File: config.mk
export PLATFORM = sky130hd
export DESIGN_NAME = display_sr_receiver
export DESIGN_NICKNAME = d
export VERILOG_FILES = /design/src/rtl/display_sr_receiver_pkg.sv /design/src/rtl/display_sr_receiver_seg7_to_bcd.sv /design/src/rtl/display_sr_receiver.sv
export SDC_FILE = /design/constraint.sdc
export NUM_CORES = 1
export LEC_CHECK = 0
export ABC_AREA = 1
export ABC_CLOCK_PERIOD_IN_PS = 4800
export BUFFER_PORTS_ARGS = -buffer_cell sky130_fd_sc_hd__buf_2
export CAP_MARGIN = 0
export CORE_UTILIZATION = 40
export CTS_CLUSTER_DIAMETER = 30
export CTS_CLUSTER_SIZE = 12
export DETAILED_ROUTE_END_ITERATION = 8
export GPL_TIMING_DRIVEN = 0
export MAX_ROUTING_LAYER = met4
export PLACE_DENSITY_LB_ADDON = 0.15
export SLEW_MARGIN = 30
export SYNTH_ARGS = -nofsm -noshare
export SYNTH_HDL_FRONTEND = slang
export SYNTH_SLANG_ARGS = --single-unit
File: constraint.sdc
create_clock -name clk_i -period 4.8 [get_ports clk_i]
set_input_delay 0.24 -clock clk_i [delete_from_list [all_inputs] [get_ports clk_i]]
set_output_delay 0.24 -clock clk_i [all_outputs]
set_load 0.01 [all_outputs]
File: src/rtl/display_sr_receiver_pkg.sv
// display_sr_receiver_pkg: segment codes, BCD markers and receiver FSM states
package display_sr_receiver_pkg;
  typedef enum logic [1:0] {IDLE, RECV, OVER} state_e;
  localparam logic [6:0] SEG_0 = 7'h3F;
  localparam logic [6:0] SEG_1 = 7'h06;
  localparam logic [6:0] SEG_2 = 7'h5B;
  localparam logic [6:0] SEG_3 = 7'h4F;
  localparam logic [6:0] SEG_4 = 7'h66;
  localparam logic [6:0] SEG_5 = 7'h6D;
  localparam logic [6:0] SEG_6 = 7'h7D;
  localparam logic [6:0] SEG_7 = 7'h07;
  localparam logic [6:0] SEG_8 = 7'h7F;
  localparam logic [6:0] SEG_9 = 7'h6F;
  localparam logic [6:0] SEG_BLANK = 7'h00;
  localparam logic [3:0] BCD_BLANK = 4'hE;
  localparam logic [3:0] BCD_INVALID = 4'hF;
endpackage

File: src/rtl/display_sr_receiver_seg7_to_bcd.sv
// display_sr_receiver_seg7_to_bcd: combinational 7-segment pattern to BCD decoder
//   seg_i [6:0] segments {g,f,e,d,c,b,a}; bcd_o digit, E for blank, F if invalid; err_o invalid flag
module display_sr_receiver_seg7_to_bcd
  import display_sr_receiver_pkg::*;
(
  input  logic [6:0] seg_i,
  output logic [3:0] bcd_o,
  output logic       err_o
);
  always_comb begin
    bcd_o = BCD_INVALID;
    err_o = 1'b0;
    case (seg_i)
      SEG_0: bcd_o = 4'd0;
      SEG_1: bcd_o = 4'd1;
      SEG_2: bcd_o = 4'd2;
      SEG_3: bcd_o = 4'd3;
      SEG_4: bcd_o = 4'd4;
      SEG_5: bcd_o = 4'd5;
      SEG_6: bcd_o = 4'd6;
      SEG_7: bcd_o = 4'd7;
      SEG_8: bcd_o = 4'd8;
      SEG_9: bcd_o = 4'd9;
      SEG_BLANK: bcd_o = BCD_BLANK;
      default: err_o = 1'b1;
    endcase
  end
endmodule

File: src/rtl/display_sr_receiver.sv
// display_sr_receiver: oversampling serial-to-parallel receiver for the 7-segment shift-register link
//   clk_i/reset_n_i   oversampling clock, async active-low reset (released synchronously)
//   sr_data_i/sr_clk_i/sr_latch_i  asynchronous link pins
//   segments_o/bcd_o/decode_err_o  latched frame and its per-digit decode
//   frame_valid_o/frame_error_o    one-clock pulses on a good / malformed latch
//   bit_count_o       bits shifted since last latch, saturating at FRAME_BITS+1
module display_sr_receiver
  import display_sr_receiver_pkg::*;
#(
  parameter int NUM_DIGITS = 6,
  parameter int SYNC_STAGES = 2,
  localparam int FRAME_BITS = 8 * NUM_DIGITS,
  localparam int CW = $clog2(FRAME_BITS + 2)
) (
  input  logic                    clk_i,
  input  logic                    reset_n_i,
  input  logic                    sr_data_i,
  input  logic                    sr_clk_i,
  input  logic                    sr_latch_i,
  output logic [FRAME_BITS-1:0]   segments_o,
  output logic [4*NUM_DIGITS-1:0] bcd_o,
  output logic                    frame_valid_o,
  output logic                    frame_error_o,
  output logic [NUM_DIGITS-1:0]   decode_err_o,
  output logic [CW-1:0]           bit_count_o
);
  localparam logic [CW-1:0] FULL = CW'(FRAME_BITS);
  localparam logic [CW-1:0] SAT = CW'(FRAME_BITS + 1);
  logic rst_meta_q, rst_n_q;
  logic [SYNC_STAGES-1:0] clk_sync_q, dat_sync_q, lat_sync_q;
  logic clk_prev_q, lat_prev_q, clk_rise_q, lat_rise_q, dat_q;
  state_e state_q, state_d;
  logic [CW-1:0] cnt_q, cnt_d, cnt_after;
  logic [FRAME_BITS-1:0] chain_q, chain_d, seg_q, seg_d;
  logic [4*NUM_DIGITS-1:0] bcd_q, bcd_d, bcd_w;
  logic [NUM_DIGITS-1:0] derr_q, derr_d, err_w;
  logic fv_q, fv_d, fe_q, fe_d, ignore;

  // Reset asserts immediately but releases only on a clock edge.
  always_ff @(posedge clk_i or negedge reset_n_i) begin
    if (!reset_n_i) begin
      rst_meta_q <= 1'b0;
      rst_n_q <= 1'b0;
    end else begin
      rst_meta_q <= 1'b1;
      rst_n_q <= rst_meta_q;
    end
  end

  // Data passes through the same depth as sr_clk so dat_q lines up with clk_rise_q.
  always_ff @(posedge clk_i or negedge rst_n_q) begin
    if (!rst_n_q) begin
      clk_sync_q <= '0;
      dat_sync_q <= '0;
      lat_sync_q <= '0;
      clk_prev_q <= 1'b0;
      lat_prev_q <= 1'b0;
      clk_rise_q <= 1'b0;
      lat_rise_q <= 1'b0;
      dat_q <= 1'b0;
    end else begin
      clk_sync_q <= {clk_sync_q[SYNC_STAGES-2:0], sr_clk_i};
      dat_sync_q <= {dat_sync_q[SYNC_STAGES-2:0], sr_data_i};
      lat_sync_q <= {lat_sync_q[SYNC_STAGES-2:0], sr_latch_i};
      clk_prev_q <= clk_sync_q[SYNC_STAGES-1];
      lat_prev_q <= lat_sync_q[SYNC_STAGES-1];
      clk_rise_q <= clk_sync_q[SYNC_STAGES-1] & ~clk_prev_q;
      lat_rise_q <= lat_sync_q[SYNC_STAGES-1] & ~lat_prev_q;
      dat_q <= dat_sync_q[SYNC_STAGES-1];
    end
  end

  // The decoders look at the post-shift chain so a shift coinciding with the latch is included.
  assign chain_d = clk_rise_q ? {chain_q[FRAME_BITS-2:0], dat_q} : chain_q;

  for (genvar k = 0; k < NUM_DIGITS; k++) begin : g_dec
    display_sr_receiver_seg7_to_bcd u_dec (
      .seg_i(chain_d[8*k +: 7]),
      .bcd_o(bcd_w[4*k +: 4]),
      .err_o(err_w[k])
    );
  end

  always_comb begin
    state_d = state_q;
    cnt_d = cnt_q;
    seg_d = seg_q;
    bcd_d = bcd_q;
    derr_d = derr_q;
    fv_d = 1'b0;
    fe_d = 1'b0;
    cnt_after = !clk_rise_q ? cnt_q : state_q == IDLE ? CW'(1) : state_q == OVER ? cnt_q : cnt_q + 1'b1;
    ignore = state_q == IDLE && !clk_rise_q;
    if (lat_rise_q && !ignore) begin
      state_d = IDLE;
      cnt_d = '0;
      fv_d = cnt_after == FULL;
      fe_d = cnt_after != FULL;
      seg_d = fv_d ? chain_d : seg_q;
      bcd_d = fv_d ? bcd_w : bcd_q;
      derr_d = fv_d ? err_w : derr_q;
    end else if (clk_rise_q) begin
      cnt_d = cnt_after;
      state_d = cnt_after == SAT ? OVER : RECV;
    end
  end

  always_ff @(posedge clk_i or negedge rst_n_q) begin
    if (!rst_n_q) begin
      state_q <= IDLE;
      cnt_q <= '0;
      chain_q <= '0;
      seg_q <= '0;
      bcd_q <= '0;
      derr_q <= '0;
      fv_q <= 1'b0;
      fe_q <= 1'b0;
    end else begin
      state_q <= state_d;
      cnt_q <= cnt_d;
      chain_q <= chain_d;
      seg_q <= seg_d;
      bcd_q <= bcd_d;
      derr_q <= derr_d;
      fv_q <= fv_d;
      fe_q <= fe_d;
    end
  end

  assign segments_o = seg_q;
  assign bcd_o = bcd_q;
  assign decode_err_o = derr_q;
  assign frame_valid_o = fv_q;
  assign frame_error_o = fe_q;
  assign bit_count_o = cnt_q;
endmodule

-- Word-level counts from Yosys, hierarchy flattened
Cells that the tools add are included.
- word-level logic and storage cells: 129
- register bits: 149
- bits of input ports: 5
- equality and inequality tests: 64
- bitwise logic cells: 4
- reduce and logical (&&, ||, !) cells: 19
- $add $sub $neg: 1
- muxes and demuxes: 23
- operator list (cell ; number):
    equality test 7 bit (second input constant) ; 42
    one-hot mux 4 bit (11 select lines) ; 6
    equality test 7 x 3 -> 1 bit (second input constant) ; 12
    OR reduction 11 bit ; 6
    2-to-1 mux 48 bit ; 1
    equality test 7 x 6 -> 1 bit (second input constant) ; 6
    logical NOT 7 bit ; 6
    2-to-1 mux 6 bit ; 5
    equality test 6 bit (second input constant) ; 2
    2-to-1 mux 1 bit ; 8
    adder 6 x 1 -> 6 bit (second input constant) ; 1
    2-to-1 mux 2 bit ; 3
    inequality test 6 bit (second input constant) ; 1
    AND 1 bit ; 2
    equality test 2 bit (second input constant) ; 1
    logical AND 1 bit ; 2
    logical NOT 1 bit ; 2
    logical NOT 2 bit ; 1
    inverter 1 bit ; 2
    AND reduction 2 bit ; 1
    nonzero test 2 bit ; 1

-- Depth between registers and ports, before layout
- depth after elaboration: 8
- gate-level depth with buffers: 15

-- By module
From an unflattened synthesis, not the netlist that was laid out.
- cells, all modules: 1011
- area total of the unflattened synthesis: 7542.2 um^2
- by module, submodules not included (module ; area each (um^2) ; cells each ; times used):
    display_sr_receiver ; 5845.6 ; 621 ; 1
    display_sr_receiver_seg7_to_bcd ; 282.8 ; 65 ; 6

-- Worst setup path after synthesis
No wires, ideal clock.
- path type: reg-to-reg
- start: register clk_rise_q
- end: register seg_q[24], in the netlist segments_o[24]
- setup slack: 3097 ps
- period minus slack after synthesis: 1703 ps
- stages on the path, launching flop included: 14
- library setup time: 117 ps
- arrival: 1587 ps
- path buffers: 3
- cells stage by stage: dfrtp_1 -> buf_6 -> nand2_1 -> nand2_4 -> inv_2 -> nand2_1 -> o21ai_1 -> nand3_1 -> nor2_1 -> nand3_1 -> buf_2 -> buf_6 -> nand2_1 -> nand2_1
- longest elaborated chain between the ends: 5
- elaborated cells between the ends (all ways): 8
- ends and longest elaborated chain (what ; RTL line ; RTL):
    from (decl) ; display_sr_receiver.sv:31 ; logic clk_prev_q, lat_prev_q, clk_rise_q, lat_rise_q, dat_q;
    from (signal assigned) ; display_sr_receiver.sv:67 ; clk_rise_q <= clk_sync_q[SYNC_STAGES-1] & ~clk_prev_q;
    parallel branches: the longest is 5 deep, another holds 2-to-1 mux 6 bit ; n/a ;
    to (signal assigned) ; display_sr_receiver.sv:122 ; seg_q <= seg_d;
    to (decl) ; display_sr_receiver.sv:34 ; logic [FRAME_BITS-1:0] chain_q, chain_d, seg_q, seg_d;
Parallel ways; which one is timed is not known.
A chain may end at the register's enable or synchronous reset.

-- Worst setup path after layout
- start: register clk_rise_q
- end: register bcd_q[8], in the netlist bcd_o[8]
- longest elaborated chain between the ends: 5
- elaborated cells between the ends (all ways): 20
- ends and longest elaborated chain (what ; RTL line ; RTL):
    parallel branches: the longest is 5 deep, another holds 2-to-1 mux 48 bit ; n/a ;
    to (signal assigned) ; display_sr_receiver.sv:114 ; bcd_q <= '0;
    to (signal assigned) ; display_sr_receiver.sv:123 ; bcd_q <= bcd_d;
    to (decl) ; display_sr_receiver.sv:35 ; logic [4*NUM_DIGITS-1:0] bcd_q, bcd_d, bcd_w;
Parallel ways; which one is timed is not known.

==> impl_metrics.xml <==
<?xml version="1.0" encoding="UTF-8"?>
<metrics>
  <group name="place">
    <metric name="io_buffers" unit="">90</metric>
    <metric name="globalplace.congestion" unit="">0.8875</metric>
    <metric name="post-place-ws" unit="ns">2.550</metric>
    <metric name="dp_cells" unit="">1374</metric>
    <metric name="post-dp-hpwl" unit="um">14440</metric>
  </group>
  <group name="clocking">
    <metric name="cts_max_level" unit="">4</metric>
    <metric name="post_cts_buffers" unit="">0</metric>
    <metric name="clock-root-buffer" unit="">clkbuf_16</metric>
    <metric name="clk_transition_reported_paths" unit="ns">0.06</metric>
    <metric name="clkLatencyLatePin" unit="ns">0.43</metric>
    <metric name="tritoncts" unit="">yes</metric>
    <metric name="clkSinkCount" unit="">149</metric>
    <metric name="cts_max_path_buffers" unit="">2</metric>
    <metric name="cts_inserted_buffers" unit="">17</metric>
  </group>
  <group name="setup_path">
    <metric name="timing.critical_path.max_delay_family" unit="">simple AND/OR/NAND/NOR gates</metric>
    <metric name="slowest_stage" unit="">dfrtp_1</metric>
    <metric name="worst_setup_path_start_kind" unit="">flop</metric>
    <metric name="cp_data_arrival_time" unit="ns">2.65</metric>
    <metric name="setup.reg_to_reg.worst_slack" unit="ns">2.52</metric>
    <metric name="r2r_start" unit="">clk_rise_q</metric>
    <metric name="worstSetupEndpointType" unit="">flop</metric>
    <metric name="worst-endpoint-required" unit="ns">5.17</metric>
    <metric name="crit_fanout" unit="">10</metric>
    <metric name="path_cells" unit="">buf_6 &gt; inv_4 &gt; buf_6 &gt; buf_2 &gt; nand2_1 &gt; nand2_1 &gt; nor2_1 &gt; nand3_1 &gt; nand3_1 &gt; nor2_1 &gt; nand2_1 &gt; nand2_1 &gt; nand2_1 &gt; nand2_1</metric>
    <metric name="timing.critical_path.mode_cell" unit="">nand2_1</metric>
    <metric name="critical_path.reg2reg.endpoint" unit="">bcd_o[8]</metric>
    <metric name="timing.critical_path.slowest_cell_delay" unit="ns">0.37</metric>
    <metric name="r2r_cells" unit="">14</metric>
    <metric name="setup.worst_path.class" unit="">flop to flop</metric>
    <metric name="timing.critical_path.buf_inv" unit="">4</metric>
  </group>
  <group name="floorplan">
    <metric name="ios" unit="">91</metric>
    <metric name="die_width" unit="um">138.6</metric>
    <metric name="core_area" unit="um^2">18150</metric>
    <metric name="die_footprint" unit="um^2">19220</metric>
    <metric name="number_of_standard_cell_rows_in_the_floorplan" unit="">49</metric>
    <metric name="starting_utilization_of_the_core_area" unit="%">41.15</metric>
    <metric name="dieHeight" unit="um">138.6</metric>
  </group>
  <group name="routing">
    <metric name="ant_nets" unit="">0</metric>
    <metric name="route.detailed.wl_per_inst" unit="um">14.44</metric>
    <metric name="finalWirelength" unit="um">20350</metric>
    <metric name="first_pass_iters" unit="">7</metric>
    <metric name="detailroute.via_count" unit="">6790</metric>
    <metric name="post-route-drc-count" unit="">26</metric>
    <metric name="vias_per_cell" unit="">4.819</metric>
    <metric name="detail_route.iter0.violations" unit="">446</metric>
  </group>
  <group name="sta">
    <metric name="hold_viol_final" unit="">0</metric>
    <metric name="maxSlewHeadroom" unit="%">59.94</metric>
    <metric name="setup_violations" unit="">0</metric>
    <metric name="slew_violations" unit="">0</metric>
    <metric name="fmax" unit="MHz">439.4</metric>
    <metric name="final_skew" unit="ns">0.006313</metric>
    <metric name="worst-slew-pin-transition" unit="ns">0.6010</metric>
    <metric name="final_worst_slack" unit="ns">2.524</metric>
    <metric name="finalCritPeriodShare" unit="%">47.42</metric>
    <metric name="min_period" unit="ns">2.276</metric>
    <metric name="rsz0062_at_grt" unit="">no</metric>
  </group>
  <group name="final_layout">
    <metric name="post_layout_nonfiller_instances" unit="">1409</metric>
    <metric name="nets" unit="">1174</metric>
    <metric name="layout_commonest_cell" unit="">nand2_1</metric>
    <metric name="post_route_cells_drive_above_1_share" unit="%">14.49</metric>
    <metric name="area_growth" unit="%">19.89</metric>
    <metric name="final_util" unit="%">49.33</metric>
    <metric name="final_cell_mix" unit="">nand2_1 (534), dfrtp_1 (148), nor2_1 (123)</metric>
    <metric name="diodes" unit="">0</metric>
    <metric name="fillers" unit="">1873</metric>
  </group>
  <group name="synth">
    <metric name="synth_seq_cells" unit="">149</metric>
    <metric name="postSynthCellCount" unit="">1052</metric>
    <metric name="syn-num-nets" unit="">1058</metric>
    <metric name="synth.distinct_cells" unit="">26</metric>
    <metric name="synth_cell_area" unit="um^2">7467</metric>
    <metric name="synth.yosys.warnings" unit="">0</metric>
    <metric name="post_synth.cell_area_avg" unit="um^2">7.098</metric>
    <metric name="synth-seq-area-share" unit="%">49.93</metric>
  </group>
  <group name="global_routing">
    <metric name="track_usage" unit="%">23.06</metric>
    <metric name="via_count_of_the_first_global_routing_pass" unit="">6544</metric>
    <metric name="maximum_number_of_pins_on_one_net_before_global_route_repair" unit="">49</metric>
    <metric name="grt_first_pass_wirelength" unit="um">33400</metric>
    <metric name="grt_antenna_before_repair" unit="">0</metric>
    <metric name="overflow" unit="">0</metric>
  </group>
  <group name="pwr">
    <metric name="switchingPower" unit="mW">0.8970</metric>
    <metric name="maximum_ir_drop_on_the_vdd_rail" unit="uV">258.9</metric>
    <metric name="power.share.sequential" unit="%">41.6</metric>
    <metric name="pwr_density_cell" unit="nW/um^2">367.2</metric>
    <metric name="post-layout-total-power" unit="mW">3.287</metric>
    <metric name="comb_power_share" unit="%">14.0</metric>
    <metric name="p_sw_share" unit="%">27.29</metric>
    <metric name="internal_power" unit="mW">2.390</metric>
    <metric name="leakage" unit="nW">5.046</metric>
    <metric name="share_clk_of_total_power" unit="%">44.4</metric>
  </group>
  <group name="status">
    <metric name="failing_checks" unit="">DRC</metric>
    <metric name="status" unit="">complete, but fails checks</metric>
  </group>
  <group name="job">
    <metric name="cap_violations" unit="">0</metric>
  </group>
  <group name="worst_hold_path">
    <metric name="min_path_type" unit="">input port to async pin</metric>
  </group>
</metrics>
==> synthesized netlist by cell type (all sizes together) <==
cell type  number  area, um^2
nand4          10       62.56
buf            35       254.0
nor2          124       468.0
o31ai           1       7.510
a21oi           7       35.03
nand3          43       225.2
o21bai          1       7.510
dfrtp         149        3729
clkinv          1       5.000
conb            1       3.750
inv            74       280.3
nand2         537        2028
or2             1       6.260
nor3            3       15.01
o21ai          64       327.8
ha              1       12.51
==> power groups by stage <==
stage	combinational [mW]	clock [mW]	sequential [mW]
2_1_floorplan	0.320	0	1.39
3_3_place_gp	0.426	0	1.41
3_5_place_dp	0.454	0	1.39
4_1_cts	0.460	1.48	1.37
5_1_grt	0.527	1.54	1.38
6_report	0.460	1.46	1.37
==> cell type report <==
class / count / area, um^2 / share of cell area (%)
well taps: 229 / 286.5 / 3.201
clock buffers: 20 / 456.7 / 5.101
clock inverters: 11 / 180.2 / 2.013
plain buffers: 35 / 254.0 / 2.837
flip-flops and latches: 149 / 3732 / 41.69
multi-input cells: 793 / 3199 / 35.74
inverters: 75 / 285.3 / 3.187
repair buffers: 97 / 558.0 / 6.233
==> worst max path at each step <==
stage,start,to,slack (ns),cells past startpoint
2_1_floorplan,rst_n_q,bcd_o[0],0.34,0
3_3_place_gp,rst_n_q,frame_valid_o,-1.53,0
3_5_place_dp,clk_rise_q,bcd_o[8],2.55,14
4_1_cts,clk_rise_q,bcd_o[8],2.54,14
5_1_grt,clk_rise_q,bcd_o[16],2.32,15
6_report,clk_rise_q,bcd_o[8],2.52,14
==> through the flow <==
stage	TNS, ns	hold slack, ns	cell area, um^2
after global routing	0	0.1296	8952
after global placement	-222.88	0.02616	8204
after floorplan	0	-0.05559	7467
after detailed placement	0	0.02699	8275
after CTS	0	0.1081	8952
final	0	0.1319	8952
==> logic make-up (layout without fill, tap and decap cells) <==
group	Yosys count	in the layout	synth area share, %
AND/OR/NAND/NOR	718	718	37.57
adder cells (fa/ha/maj)	1	1	0.1675
AO/OA/AOI/OAI	73	73	5.060
other	1	1	0.05022
flip-flops	149	149	49.93
buffers and inverters	110	238	7.222
==> registers in the layout, summed over array words and instances, names as in the netlist, 2 cells and up <==
signal / cells
bcd_o: 24
bit_count_o: 6
chain_q: 48
clk_sync_q: 2
dat_sync_q: 2
decode_err_o: 6
lat_sync_q: 2
segments_o: 48
state_q: 2
==> what timing repair did <==
action                                 4_1_cts  5_1_grt
hold buffers                                 4        0
gates resized for setup                      0        0
endpoints found under the hold margin        5        0
==> metal layers <==
layer	global-route usage (%)	wire length [um]
met5	-	0
met4	8.246	344
met3	3.729	815
met2	35.85	9253
met1	30.58	9932
(Power assumes the default switching activity.)
